### src/rtl/mac_pkg.sv
// Shared constants and types for the MAC feeder / MAC array pair.
package mac_pkg;

  localparam int BW      = 4;
  localparam int PSUM_BW = 16;
  localparam int COL     = 4;

  typedef enum logic [1:0] {
    IDLE,
    RUN,
    DRAIN,
    DONE
  } feeder_state_t;

  typedef logic [COL-1:0][BW-1:0] lane_vec_t;

endpackage

### src/rtl/mac_feeder.sv
// Sequencer in front of mac_array: takes packed x/w vectors over valid/ready,
// issues one per cycle, closes the psum feedback loop and returns the final sum.
module mac_feeder
  import mac_pkg::*;
#(
  parameter int bw      = BW,
  parameter int psum_bw = PSUM_BW,
  parameter int col     = COL,
  parameter int len_bw  = 8
) (
  input  logic                      clk,
  input  logic                      reset_n,
  input  logic                      start,
  input  logic [len_bw-1:0]         len,
  input  logic                      in_valid,
  output logic                      in_ready,
  input  logic [col*bw-1:0]         x_in,
  input  logic [col*bw-1:0]         w_in,
  output logic [col*bw-1:0]         x,
  output logic [col*bw-1:0]         w,
  output logic signed [psum_bw-1:0] psum_in,
  input  logic signed [psum_bw-1:0] psum_out,
  output logic                      out_valid,
  input  logic                      out_ready,
  output logic signed [psum_bw-1:0] out_data,
  output logic                      busy
);

  feeder_state_t             state;
  logic [len_bw-1:0]         len_q;
  logic [len_bw-1:0]         count;
  logic signed [psum_bw-1:0] acc;
  logic                      vld_p0;    // x/w currently hold an issued vector
  logic                      issued_q;  // psum_out currently holds a result we issued
  logic                      accept;

  // Once the last vector is in, stop accepting; the following cycle moves to DRAIN.
  assign in_ready = (state == RUN) && (count != len_q);
  assign accept   = in_valid && in_ready;
  assign busy     = (state != IDLE);

  // Feed back the fresh result when there is one, else the sum held across bubbles.
  assign psum_in  = issued_q ? psum_out : acc;

  // Control FSM: vector counting, drain timing and the result handshake.
  always_ff @(posedge clk or negedge reset_n) begin
    if (!reset_n) begin
      state     <= IDLE;
      len_q     <= '0;
      count     <= '0;
      out_valid <= 1'b0;
      out_data  <= '0;
    end else begin
      case (state)
        IDLE: begin
          if (start) begin
            len_q <= len;
            count <= '0;
            if (len == '0) begin
              out_data  <= '0;
              out_valid <= 1'b1;
              state     <= DONE;
            end else begin
              state <= RUN;
            end
          end
        end
        RUN: begin
          if (count == len_q) state <= DRAIN;
          else if (accept)    count <= count + len_bw'(1);
        end
        DRAIN: begin
          out_data  <= psum_out;
          out_valid <= 1'b1;
          state     <= DONE;
        end
        DONE: begin
          if (out_ready) begin
            out_valid <= 1'b0;
            state     <= IDLE;
          end
        end
        default: state <= IDLE;
      endcase
    end
  end

  // Stage p0: vector issue register plus the feedback-loop bookkeeping.
  always_ff @(posedge clk or negedge reset_n) begin
    if (!reset_n) begin
      x        <= '0;
      w        <= '0;
      vld_p0   <= 1'b0;
      issued_q <= 1'b0;
      acc      <= '0;
    end else begin
      x        <= accept ? x_in : '0;
      w        <= accept ? w_in : '0;
      vld_p0   <= accept;
      issued_q <= vld_p0;
      if (state == IDLE && start) acc <= '0;
      else if (issued_q)          acc <= psum_out;
    end
  end

endmodule

### config.mk
export PLATFORM = sky130hd
export DESIGN_NAME = mac_feeder
export DESIGN_NICKNAME = d
export VERILOG_FILES = /design/src/rtl/mac_pkg.sv /design/src/rtl/mac_feeder.sv
export SDC_FILE = /design/constraint.sdc
export NUM_CORES = 1
export LEC_CHECK = 0
export ABC_CLOCK_PERIOD_IN_PS = 5000
export BUFFER_PORTS_ARGS = -buffer_cell sky130_fd_sc_hd__buf_2
export CORE_UTILIZATION = 53
export DETAILED_ROUTE_END_ITERATION = 10
export PLACE_DENSITY = 0.86
export SETUP_SLACK_MARGIN = 0.2
export SYNTH_ARGS = -nofsm -noshare
export SYNTH_HDL_FRONTEND = slang
export SYNTH_SLANG_ARGS = --single-unit
### constraint.sdc
create_clock -name clk -period 5 [get_ports clk]
set_input_delay 0.25 -clock clk [delete_from_list [all_inputs] [get_ports clk]]
set_output_delay 0.25 -clock clk [all_outputs]
set_load 0.02 [all_outputs]
* Yosys cells after proc, flatten, opt, wreduce, memory -nomap -nowiden
Index checks and enable logic that the tools add are counted.
W data, S select, Z words.
** Word-level totals
- Flip-flop bits (word level) :: 85
- Input port bits :: 61
- Output and inout bits :: 67
- Logic and storage cells :: 56
** Cells by class
- Add/sub/neg operators :: 1
- Equality and inequality tests :: 11
- Multiplexer cells :: 20
- Reduce and logical (&&, ||, !) cells :: 14
** Operator list (number)
- $mux W16 :: 6
- $pmux W16 S2 :: 1
- $mux W8 :: 3
- $pmux W8 S2 :: 1
- $ne A2 B2 Y1 const B :: 5
- $add A8 B1 Y8 const B :: 1
- $eq A8 B8 Y1 :: 1
- $logic_not A8 Y1 :: 1
- $mux W2 :: 4
- $ne A8 B8 Y1 :: 1
- $pmux W2 S4 :: 1
- $reduce_and A4 Y1 :: 2
- $reduce_and A3 Y1 :: 2
- $reduce_bool A2 Y1 :: 3
- $eq A2 B2 Y1 const B :: 2
- $logic_and A1 B1 Y1 :: 3
- $mux W1 :: 3
- $pmux W1 S3 :: 1
- $reduce_bool A3 Y1 :: 1
- $eq A2 B1 Y1 const B :: 1
- $logic_not A2 Y1 :: 1
- $ne A2 B1 Y1 const B :: 1
- $reduce_and A2 Y1 :: 1

* Logic depth before layout (Yosys ltp)
- Depth in word-level cells :: 6
- Mapped depth :: 8
- Gate-level depth less buffers :: 7

* Least setup slack after synthesis
Ideal clock, no wire load.
- Path type :: flip-flop to flip-flop
- From :: register state[0]
- To :: register out_data[0]
- Setup time :: 0.135 ns
- Data arrival time :: 1.715 ns
- Data required time :: 4.865 ns
- Path slack :: 3.150 ns
- Stages on the path, launching flop included :: 8
- Period minus slack after synthesis :: 1.850 ns
- Cells stage by stage :: dfrtp_1 > inv_1 > ha_1 > and2_1 > clkbuf_1 > a32oi_1 > clkbuf_1 > o21ai_0
** Between the ends
- Cells in the longest elaborated chain, start to end :: 3
** Ends and longest elaborated chain
- start: declaration :: RTL line mac_feeder.sv:29 : feeder_state_t state;
- start signal: assignment :: RTL line mac_feeder.sv:48 : state <= IDLE;
- start signal: assignment :: RTL line mac_feeder.sv:62 : state <= DONE;
- start signal: assignment :: RTL line mac_feeder.sv:64 : state <= RUN;
- $eq A2 B2 Y1 / $logic_not A2 Y1 (equally long branches) :: RTL line mac_feeder.sv:54 : case (state)
- $reduce_bool A2 Y1 (no source line) / $ne A2 B2 Y1 (equally long branches)
- $reduce_and A3 Y1 (no source line)
- end signal: assignment :: RTL line mac_feeder.sv:73 : out_data <= psum_out;
- end: declaration :: RTL line mac_feeder.sv:25 : output logic signed [psum_bw-1:0] out_data,
Parallel ways exist; a longest one is shown, timed or not.
A chain may end at the register's enable or synchronous reset.

* Final worst setup path
- From :: register state[0]
- To :: register out_data[14]
The elaborated chain is that of the path after synthesis.

==> impl_metrics.toml <==
[setup_path]
reg2regPathDepth = 5
crit_path_end_kind = "flip-flop"
timing.rr.end = "out_data[14]$_DFFE_PN0P_"
timing_worst_setup_path_type = "reg2reg"
crit_fanout = 32
crit_required_ps = 5160
regToRegStartpoint = "state[0]$_DFFE_PN0P_"
timing.critical_path.arrival_ps = 2690
timing.reg2reg.setup_slack_ps = 2470
worst_setup_path_start_kind = "flip-flop"

[yosys]
synth_simple_gate_area_share_pct = 21.1
yosys.area.top_type = "sky130_fd_sc_hd__dfrtp_1"
asyncSetResetFlopFracSynth_pct = 100
synth_top_flop_cell = "sky130_fd_sc_hd__dfrtp_1"
yosys.area_share.adder_pct = 2.08
synth-edff-count = 0
synthesis.area_per_instance_um2 = 10.9
post_synth_main_area_contributors = "sky130_fd_sc_hd__dfrtp_1, sky130_fd_sc_hd__nand2_1, sky130_fd_sc_hd__and3_1"
post-synth-top-area-fraction_pct = 58.9
muxShareOfSynthArea_pct = 6.09
postSynthRegisterBits = 85
synth_cell_types = 38
synth.yosys.seq_area_share_pct = 58.9
dominant_combinational_cell_family_by_area_after_synthesis = "simple AND/OR/NAND/NOR gates"
total_number_of_yosys_warnings = 0
syn_area_mm2 = 0.00361
synth-xor-area-share_pct = 1.94
syn_nets = 397
synth_compound_area_share_pct = 7.13
syn_inst = 330

[clock_tree]
cts_resized = 0
numCtsBuffers = 9
cts.htree.levels = 3
clock_tree.root_cell = "sky130_fd_sc_hd__clkbuf_8"
clock-sinks = 85
holdBufCountCts = 0
clk_transition_reported_paths_ps = 90
post-cts-setup-buffers = 0
tritoncts = "built"
clk_path_buf_depth = 2
worst_skew_pair.late_latency_ps = 350

[worst_hold_path]
hold_path_class = "in2async"

[placed_design]
io_buffers = 127
place_hpwl_um = 5460
post_place_worst_slack_ps = 2460
gp_routability_congestion = 0.861

[grt]
grt_first_pass_wirelength_um = 12700
antenna_found_initial = 0
globalRouteTotalUtil_pct = 22.9
grt_start_max_net_pins = 86
grt_pass1_vias = 2646
overflow = 0

[floorplan]
floorplan.initialDensity_pct = 55.9
placementRows = 29
ioPinCount = 128
die-area_mm2 = 0.00715
core_mm2 = 0.00646
floorplan.die.height_um = 84.6
die-width_um = 84.6

[routing]
detail_route.wirelength_um = 7800
dr_total_vias = 2808
drt-vias-per-instance = 5.31
drt-initial-drc-count = 213
ant_nets = 0
drt-wirelength-per-cell_um = 14.7
detail_route.first_pass.iterations = 8
detail_route.drc_violations = 10

[timing]
setup_violations = 0
fmax_mhz = 396
worst_slew_pin_slew_ps = 1230
fin_crit_sh_pct = 50.5
maxSlewHeadroom_pct = 17.7
final_hold_viol_count = 0
timing_max_transition_violations_final = 0
grt_setup_unrepaired = "false"
final.min_clock_period_ps = 2530
clock_skew_ps = 12.3
fin_ws_ps = 2470
setup_tns_ps = 0

[run_status]
result_of_the_run = "finished, violations left"
failed_checks = "design-rule violations"

[cells_and_area]
num-fill-cells = 478
final_net_count = 515
area_growth_syn_to_layout_pct = 23.9
antennaDiodeCount = 0
drive_gt1_share_pct = 36.5

[pwr]
cellPowerDensity_mw_per_mm2 = 558
leakagePower_nw = 2.51
vdd_drop_max_mv = 0.393

[flow_run]
max_cap_violations = 0
-- stage by stage --
| stage | hold WS [ps] | util (%) | total power [mW] | area (µm²) | instances |
|---|---|---|---|---|---|
| 2_1_floorplan | -45.6 | - | 1.71 | 3610 | 330 |
| 3_3_place_gp | 332 | 66.2 | 1.99 | 4280 | 514 |
| 3_5_place_dp | 341 | 66.2 | 2.03 | 4280 | 514 |
| 4_1_cts | 93.4 | 69.2 | 2.51 | 4470 | 529 |
| 5_1_grt | 114 | 69.3 | 2.66 | 4480 | 529 |
| 6_report | 54.6 | 69.3 | 2.50 | 4480 | 529 |
-- sequential cells by signal, summed over array words and instances (netlist names) --
| register | count |
|---|---|
| x | 16 |
| out_valid | 1 |
| out_data | 16 |
| len_q | 8 |
| vld_p0 | 1 |
| acc | 16 |
| count | 8 |
| issued_q | 1 |
| state | 2 |
| w | 16 |
-- worst max-delay path by stage --
stage | slack, ps | cells after the start | endpoint | start
after floorplan | 3150 | 7 | out_data[0]$_DFFE_PN0P_ | state[0]$_DFFE_PN0P_
after global placement | 2650 | 5 | count[3]$_DFFE_PN0P_ | count[2]$_DFFE_PN0P_
after detailed placement | 2460 | 5 | out_data[14]$_DFFE_PN0P_ | state[0]$_DFFE_PN0P_
after CTS | 2460 | 5 | out_data[0]$_DFFE_PN0P_ | state[0]$_DFFE_PN0P_
after global routing | 2200 | 5 | out_data[4]$_DFFE_PN0P_ | state[0]$_DFFE_PN0P_
final | 2470 | 5 | out_data[14]$_DFFE_PN0P_ | state[0]$_DFFE_PN0P_
-- kinds of logic (layout without fill, tap and decap cells) --
family | after synthesis | after routing
xor+xnor | 8 | 8
flops | 85 | 85
compound gates | 40 | 40
buf+inv | 25 | 147
mux | 20 | 20
simple gates | 146 | 146
fa+ha+maj | 6 | 6
-- Yosys cell counts (2+ instances only) --
master and instances:
sky130_fd_sc_hd__xor2_1 8, sky130_fd_sc_hd__a31oi_1 3, sky130_fd_sc_hd__a21oi_1 5, sky130_fd_sc_hd__ha_1 6, sky130_fd_sc_hd__a221o_1 2, sky130_fd_sc_hd__and2_1 19
sky130_fd_sc_hd__nor4_1 2, sky130_fd_sc_hd__nand4_1 4, sky130_fd_sc_hd__o21ai_0 19, sky130_fd_sc_hd__mux2_2 16, sky130_fd_sc_hd__mux2i_1 4, sky130_fd_sc_hd__nand2b_1 2
sky130_fd_sc_hd__clkbuf_1 19, sky130_fd_sc_hd__nand3b_1 2, sky130_fd_sc_hd__nand2_1 70, sky130_fd_sc_hd__inv_1 4, sky130_fd_sc_hd__nor2_1 6, sky130_fd_sc_hd__and3b_1 2
sky130_fd_sc_hd__nor4_4 2, sky130_fd_sc_hd__a21o_1 2, sky130_fd_sc_hd__dfrtp_1 85, sky130_fd_sc_hd__and3_1 32
-- cell usage in the layout, fill, tap and decap left out, types with 5 or more instances in the layout --
| master | n |
|---|---|
| sky130_fd_sc_hd__a21oi_1 | 5 |
| sky130_fd_sc_hd__and2_1 | 19 |
| sky130_fd_sc_hd__and3_1 | 32 |
| sky130_fd_sc_hd__buf_2 | 126 |
| sky130_fd_sc_hd__clkbuf_8 | 9 |
| sky130_fd_sc_hd__dfrtp_1 | 85 |
| sky130_fd_sc_hd__ha_1 | 6 |
| sky130_fd_sc_hd__mux2_2 | 16 |
| sky130_fd_sc_hd__nand2_1 | 70 |
| sky130_fd_sc_hd__nor2_1 | 6 |
| sky130_fd_sc_hd__o21ai_0 | 19 |
| sky130_fd_sc_hd__xor2_1 | 8 |
-- where the power goes --
group / switching (mW) / leakage [nW] / internal (mW)
logic: 0.652 / 1.28 / 0.382
clock network: 0.253 / 0.0923 / 0.232
registers: 0.109 / 1.14 / 0.869
total: 1.01 / 2.51 / 1.48
-- layout make-up --
type	count	area [µm²]	share of cell area, %
repair buffers	128	646	14.4
multi-input cells	220	1400	31.2
well taps	77	96.3	2.15
flip-flops and latches	85	2130	47.5
clock buffers	9	124	2.77
clock inverters	6	71.3	1.59
inverters	4	15.0	0.335
-- worst max-delay path, stage by stage (launching register included) --
cell                      delay, ps
sky130_fd_sc_hd__dfrtp_1        410
sky130_fd_sc_hd__inv_1          100
sky130_fd_sc_hd__ha_1           300
sky130_fd_sc_hd__and2_1         270
sky130_fd_sc_hd__a32oi_2        990
sky130_fd_sc_hd__o21ai_0        280
-- per-layer routing --
metal	global-route usage (%)	up-vias	wire [µm]
li1	-	1353	-
met1	29.4	1339	3310
met2	37.8	99	3880
met3	3.74	17	432
met4	11.7	0	176
met5	0	-	0
Note: power is estimated with default switching activity, not from simulation.
